===== config.mk =====
export PLATFORM = sky130hd
export DESIGN_NAME = ref_tag_compare_pipe
export DESIGN_NICKNAME = d
export VERILOG_FILES = /design/src/rtl/ref_tag_compare_pipe.sv
export SDC_FILE = /design/constraint.sdc
export NUM_CORES = 1
export LEC_CHECK = 0
export CAP_MARGIN = 30
export CORE_AREA = 2 2 112 114
export DETAILED_ROUTE_END_ITERATION = 6
export DIE_AREA = 0 0 114 116
export PLACE_DENSITY_LB_ADDON = 0.08
export SLEW_MARGIN = 20
export SYNTH_ARGS = -nofsm -noshare
export SYNTH_HDL_FRONTEND = slang
export SYNTH_SLANG_ARGS = --single-unit

===== constraint.sdc =====
create_clock -name clk -period 2.3 [get_ports clk]
set_input_delay 0.46 -clock clk [delete_from_list [all_inputs] [get_ports clk]]
set_output_delay 0.46 -clock clk [all_outputs]
set_load 0.005 [all_outputs]

===== src/rtl/ref_tag_compare_pipe.sv =====
// Tag-compare stage of the reference-pixel cache: hit/victim selection, AXI fetch address and block counter.
// Optional miss merging of back-to-back misses on the same line is enabled by defining REF_CACHE_MISS_MERGE_EN.
module ref_tag_compare_pipe #(
  parameter int          C_N_WAY            = 4,
  parameter int          TAG_ADDR_WDTH      = 12,
  parameter int          SET_ADDR_WDTH      = 6,
  parameter int          REF_ADDR_WDTH      = 4,
  parameter int          X_BLK_WDTH         = 8,
  parameter int          Y_BLK_WDTH         = 8,
  parameter int          BU_BITS            = 3,
  parameter int          AXI_ADDR_WDTH      = 32,
  parameter int          BLOCK_NUMBER_WIDTH = 6,
  parameter int unsigned BU_OFFSET          = 64,
  parameter int unsigned BU_ROW_OFFSET      = 512,
  parameter int unsigned IU_OFFSET          = 4096,
  parameter int unsigned IU_ROW_OFFSET      = 2**20,
  parameter int unsigned FRAME_OFFSET       = 2**24
) (
  input  logic                               clk,
  input  logic                               reset,
  input  logic                               in_valid,
  output logic                               in_ready,
  input  logic [C_N_WAY*TAG_ADDR_WDTH-1:0]   in_way_tag,
  input  logic [C_N_WAY-1:0]                 in_way_valid,
  input  logic [TAG_ADDR_WDTH-1:0]           in_tag,
  input  logic [SET_ADDR_WDTH-1:0]           in_set_addr,
  input  logic [REF_ADDR_WDTH-1:0]           in_ref_idx,
  input  logic [X_BLK_WDTH-1:0]              in_x_blk,
  input  logic [Y_BLK_WDTH-1:0]              in_y_blk,
  input  logic                               in_block_end,
  input  logic                               in_last_block,
  input  logic                               in_luma_en,
  input  logic                               in_chma_en,
  input  logic                               flush,
  output logic                               out_valid,
  input  logic                               out_ready,
  output logic                               out_is_hit,
  output logic                               out_merged,
  output logic [C_N_WAY-1:0]                 out_way,
  output logic [SET_ADDR_WDTH-1:0]           out_set_addr,
  output logic [TAG_ADDR_WDTH-1:0]           out_tag,
  output logic                               out_last_block,
  output logic                               out_luma_en,
  output logic                               out_chma_en,
  output logic [BLOCK_NUMBER_WIDTH-1:0]      out_block_number,
  output logic                               ar_valid,
  input  logic                               ar_ready,
  output logic [AXI_ADDR_WDTH-1:0]           ar_addr,
  output logic                               err_multi_hit
);

  localparam int WAY_IDX_W = (C_N_WAY > 1) ? $clog2(C_N_WAY) : 1;
  localparam int AW        = AXI_ADDR_WDTH;

  logic                          full, out_done, ar_done, ar_req;
  logic                          out_fire, ar_fire, leaving, accept;
  logic [C_N_WAY-1:0]            hit_way, inv_way, rr_way, victim_way, new_way, merge_way;
  logic                          hit_any, multi_hit, any_invalid, merge_hit;
  logic [WAY_IDX_W-1:0]          rr;
  logic [BLOCK_NUMBER_WIDTH-1:0] blk_cnt;
  logic [AW-1:0]                 fetch_addr;

  assign out_valid = full && !out_done;
  assign ar_valid  = full && ar_req && !ar_done;
  assign out_fire  = out_valid && out_ready;
  assign ar_fire   = ar_valid && ar_ready;
  assign leaving   = full && (out_done || out_fire) && (!ar_req || ar_done || ar_fire);
  assign in_ready  = !full || leaving;
  assign accept    = in_valid && in_ready;

  // Lowest valid matching way wins; lowest invalid way is the preferred victim.
  always_comb begin
    hit_way     = '0;
    inv_way     = '0;
    rr_way      = '0;
    hit_any     = 1'b0;
    multi_hit   = 1'b0;
    any_invalid = 1'b0;
    for (int w = 0; w < C_N_WAY; w++) begin
      if (in_way_valid[w] && (in_way_tag[w*TAG_ADDR_WDTH +: TAG_ADDR_WDTH] == in_tag)) begin
        if (hit_any) begin
          multi_hit = 1'b1;
        end else begin
          hit_any    = 1'b1;
          hit_way[w] = 1'b1;
        end
      end
      if (!in_way_valid[w] && !any_invalid) begin
        any_invalid = 1'b1;
        inv_way[w]  = 1'b1;
      end
    end
    rr_way[rr] = 1'b1;
  end

  assign victim_way = any_invalid ? inv_way : rr_way;
  assign new_way    = hit_any ? hit_way : (merge_hit ? merge_way : victim_way);

  always_comb begin
    fetch_addr = AW'(in_ref_idx) * AW'(FRAME_OFFSET)
               + AW'(in_y_blk >> BU_BITS) * AW'(IU_ROW_OFFSET)
               + AW'(in_x_blk >> BU_BITS) * AW'(IU_OFFSET)
               + AW'(in_y_blk[BU_BITS-1:0]) * AW'(BU_ROW_OFFSET)
               + AW'(in_x_blk[BU_BITS-1:0]) * AW'(BU_OFFSET);
  end

`ifdef REF_CACHE_MISS_MERGE_EN
  logic                     rec_valid;
  logic [SET_ADDR_WDTH-1:0] rec_set;
  logic [TAG_ADDR_WDTH-1:0] rec_tag;
  logic [C_N_WAY-1:0]       rec_way;

  assign merge_hit = rec_valid && !flush && !hit_any && (rec_set == in_set_addr) && (rec_tag == in_tag);
  assign merge_way = rec_way;

  // A flush wins over a coincident miss, so the record is left invalid.
  always_ff @(posedge clk or negedge reset) begin
    if (!reset) begin
      rec_valid <= 1'b0;
      rec_set   <= '0;
      rec_tag   <= '0;
      rec_way   <= '0;
    end else if (flush) begin
      rec_valid <= 1'b0;
    end else if (accept) begin
      if (hit_any) begin
        rec_valid <= 1'b0;
      end else if (!merge_hit) begin
        rec_valid <= 1'b1;
        rec_set   <= in_set_addr;
        rec_tag   <= in_tag;
        rec_way   <= victim_way;
      end
    end
  end
`else
  assign merge_hit = 1'b0;
  assign merge_way = '0;
`endif

  always_ff @(posedge clk or negedge reset) begin
    if (!reset) begin
      rr            <= '0;
      blk_cnt       <= '0;
      err_multi_hit <= 1'b0;
    end else begin
      if (accept && !hit_any && !merge_hit && !any_invalid)
        rr <= (rr == WAY_IDX_W'(C_N_WAY - 1)) ? '0 : rr + WAY_IDX_W'(1);
      if (flush)
        blk_cnt <= '0;
      else if (accept && in_block_end)
        blk_cnt <= blk_cnt + BLOCK_NUMBER_WIDTH'(1);
      if (accept && multi_hit)
        err_multi_hit <= 1'b1;
    end
  end

  // Payload only loads on acceptance, so it stays stable until both sinks have taken it.
  always_ff @(posedge clk or negedge reset) begin
    if (!reset) begin
      full             <= 1'b0;
      out_done         <= 1'b0;
      ar_done          <= 1'b0;
      ar_req           <= 1'b0;
      out_is_hit       <= 1'b0;
      out_merged       <= 1'b0;
      out_way          <= '0;
      out_set_addr     <= '0;
      out_tag          <= '0;
      out_last_block   <= 1'b0;
      out_luma_en      <= 1'b0;
      out_chma_en      <= 1'b0;
      out_block_number <= '0;
      ar_addr          <= '0;
    end else if (accept) begin
      full             <= 1'b1;
      out_done         <= 1'b0;
      ar_done          <= 1'b0;
      ar_req           <= !hit_any && !merge_hit;
      out_is_hit       <= hit_any;
      out_merged       <= merge_hit;
      out_way          <= new_way;
      out_set_addr     <= in_set_addr;
      out_tag          <= in_tag;
      out_last_block   <= in_last_block;
      out_luma_en      <= in_luma_en;
      out_chma_en      <= in_chma_en;
      out_block_number <= flush ? '0 : blk_cnt;
      ar_addr          <= fetch_addr;
    end else if (leaving) begin
      full     <= 1'b0;
      out_done <= 1'b0;
      ar_done  <= 1'b0;
    end else begin
      if (out_fire) out_done <= 1'b1;
      if (ar_fire)  ar_done  <= 1'b1;
    end
  end

endmodule

==> metrics.md <==
| Metric | Value |
|---|---|
| Status | `complete, no violations` |
| Synth area leaders | `dfrtp_1 (46%), xnor2_1 (12%), mux2_1 (8.0%), mux2_2 (4.8%), buf_4 (3.4%)` |
| Post-synthesis adder-cell area fraction | `between 2 and 3%` |
| Placed cell areas | `0.00525 mm2` |
| Layout cells sized above 1 | `roughly 12%` |
| Area growth, synth to finish | `58.9%` |
| Drt wl/cell | `between 15 and 20 um` |
| Sequential-to-total area share from yosys stat | `approximately 46%` |
| Worst-Skew Late Latency | `0.33 ns` |
| Yosys top cell by area | `dfrtp_1` |
| Top post-synthesis cells by count | `dfrtp_1 (65), xnor2_1 (49), nand2_1 (27)` |
| Grt total ovfl | `0` |
| DP Wirelength | `roughly 7400 um` |
| Ports | `approximately 170` |
| Xor/xnor share of the synthesized area | `a little over an eighth` |
| First-pass GRT wire length | `~15000 um` |
| Critical Path Fanout Max | `5` |
| Compound-Gate Fraction of Synth Area | `5.08%` |
| Min-delay worst type | `primary input to async pin` |
| Drt initial violations | `between 60 and 70` |
| Final Non-Filler Cells | `630` |
| Nets | `585` |
| CTS tree | `built` |
| CTS clock-pin slew for the worst setup and hold paths | `~0.05 ns` |
| Multi-input logic area | `between 0.0015 and 0.002 mm2` |
| Max Clk Rate | `around 450 MHz` |
| Fill cells | `around 1.1k` |
| DIE AREA | `approximately 0.013 mm2` |
| Routed WL | `between 9000 and 10000 um` |
| Cell area after layout | `between 0.005 and 0.006 mm2` |
| Reg area | `about 0.0016 mm2` |
| Drt first pass iters | `4` |
| RD Place Congestion | `0.800` |
| Post-synthesis mux area share | `between 10% and 20%` |
| CTS buffer count | `9` |
| Hold-fix buffers, CTS | `0` |
| Clock skew | `between 0.005 and 0.006 ns` |
| Post-route minimum period | `about 2.2 ns` |
| Clk buf depth | `2` |
| Chip height | `approximately 120 um` |
| LEAKAGE | `about 2.2 nW` |
| Yosys cell types | `45` |
| H-tree level count | `3` |
| Placed insts | `between 600 and 700` |
| Starting Density | `29.4%` |
| Arrival time worst endpoint | `approximately 1.8 ns` |
| Tot Pwr | `4.19 mW` |
| Synth top area share | `a little under half` |
| Yosys reg bits | `65` |
| DR vias/cell | `4.39` |
| Largest family of logic cells by synthesized area | `XOR/XNOR gates` |
| IO buf count | `~160` |
| Top-count cell post-synth | `dfrtp_1` |
| CP startpoint kind | `primary input` |
| Initial antenna violation count | `0` |
| Root Driver | `clkbuf_16` |
| Mean Syn Cell Area | `11.2 um2` |
| Primary FF master, synth | `dfrtp_1` |
| Post-Syn Instances | `roughly 310` |
| Max Cap Viol | `0` |
| Area of the core | `roughly 0.012 mm2` |
| Final ANT Viol Nets | `0` |
| # setup viols final | `0` |
| Post-CTS sizing | `0` |
| Vias in the first global route | `a little under 3k` |
| PD cells | `~750 mW/mm2` |
| Final hold violations | `0` |
| Post-synth ARST share | `100%` |
| Largest net degree at the start of global routing | `between 60 and 70` |
| YS warnings | `0` |
| Number of cell rows | `40` |
| Critical path class | `primary input to output pin` |
| Total number of vias | `approximately 2.8k` |
| All-Layer GR Usage | `between 10% and 20%` |
| N_diodes | `0` |
| Fin. max-slew vios | `0` |
| Die width | `114 um` |
| Simple-gate portion of the synthesized area | `around an eighth` |
| DRC violations left | `0` |
| CP Capture Type | `output pin` |
| Final period utilization | `between 90% and 100%` |
| Clock Sinks | `65` |
| Peak supply drop | `0.000342 V` |
| Critical Path RT | `between 1.5 and 2 ns` |
| Synthesized cell area | `around 0.0035 mm2` |
| Post-synth EDFFs | `0` |
-- worst max-delay path: stages --
cell,delay [ns]
clkdlybuf4s50_1,0.51
nor3b_2,0.08
o21ai_4,0.18
clkdlybuf4s50_1,0.53
-- cell families after synthesis --
logic type	count (synthesis)
compound gates	27
xor+xnor	53
fa+ha+maj	8
buf+inv	37
flops	65
mux	41
other cells	1
simple gates	80
-- layout by cell type, fill, tap and decap left out, types with 2 or more instances in the layout --
cell and count:
clkdlybuf4s50_1 154, dfrtp_1 65, xnor2_1 49, nand2_1 27, mux2_1 25, buf_4 19
mux2_2 15, conb_1 13, o21ai_0 12, nor2_1 9, nand3_1 9, clkbuf_16 9
nand4_1 8, nand2b_1 8, ha_1 7, inv_1 4, a21oi_1 4, xor2_1 4
nor2b_1 2, nor4_1 2, nor4_4 2, nand3_2 2, or3_1 2, clkbuf_8 2
buf_12 2
-- routing by layer --
| layer | vias to the layer above | GRT usage (%) | share of wire, % |
|---|---|---|---|
| met5 | - | 0 | 0 |
| met4 | 0 | 6.34 | 1.5 |
| met3 | 9 | 5.33 | 7.4 |
| met2 | 85 | 25.1 | 49 |
| met1 | 1302 | 17.8 | 42 |
| li1 | 1367 | - | - |
-- path summary, 6_finish.rpt --
path / end / slack [ns] / depth (start not counted) / startpoint
max in group asynchronous: out_tag[7]$_DFFE_PN0P_ / 1.85 / 2 / reset
max reg2reg: blk_cnt[4]$_DFFE_PN0P_ / 0.50 / 6 / ar_req$_DFFE_PN0P_
min: out_tag[5]$_DFFE_PN0P_ / 0.13 / 2 / reset
min in group clk: ar_addr[23]$_DFFE_PN0P_ / 0.48 / 1 / ar_addr[23]$_DFFE_PN0P_
min reg2reg: ar_addr[23]$_DFFE_PN0P_ / 0.48 / 1 / ar_addr[23]$_DFFE_PN0P_
max: in_ready / 0.08 / 4 / ar_ready
-- where the power goes --
part	switching (mW)	total [mW]	internal, mW
clock network	0.507	1.41	0.898
registers	0.142	1.53	1.39
logic	0.440	1.25	0.814
total	1.09	4.19	3.10
-- registers in the layout, indices dropped and copies added (netlist names), 2 cells and up --
| signal | cells |
|---|---|
| ar_addr | 20 |
| blk_cnt | 6 |
| out_tag | 12 |
| out_block_number | 6 |
| out_set_addr | 6 |
| out_way | 4 |
| rr | 2 |
-- cell type report --
type,count,area share [%]
clock buffers,12,4.61
clock inverters,4,0.922
inverters,4,0.270
multi-input cells,222,30.6
flip-flops and latches,65,29.2
well taps,147,3.31
repair buffers,176,31.1
-- what timing repair did --
action,in CTS,in global routing
endpoints found under the hold margin,0,0
buffers inserted,0,1
setup endpoints to repair,0,2
-- per-stage QoR --
stage	setup WS (ns)	setup TNS (ns)	hold WS, ns	util, %
finish	0.0797	0	0.131	46.7
CTS	0.0703	0	0.164	46.6
global route	-0.00000133	-0.00000133	0.163	46.7
global placement	-0.206	-0.962	0.462	44.1
floorplan	0.421	0	0.164	-
detailed placement	-0.261	-1.24	0.474	44.1
Power figures use the tool's default switching activity.
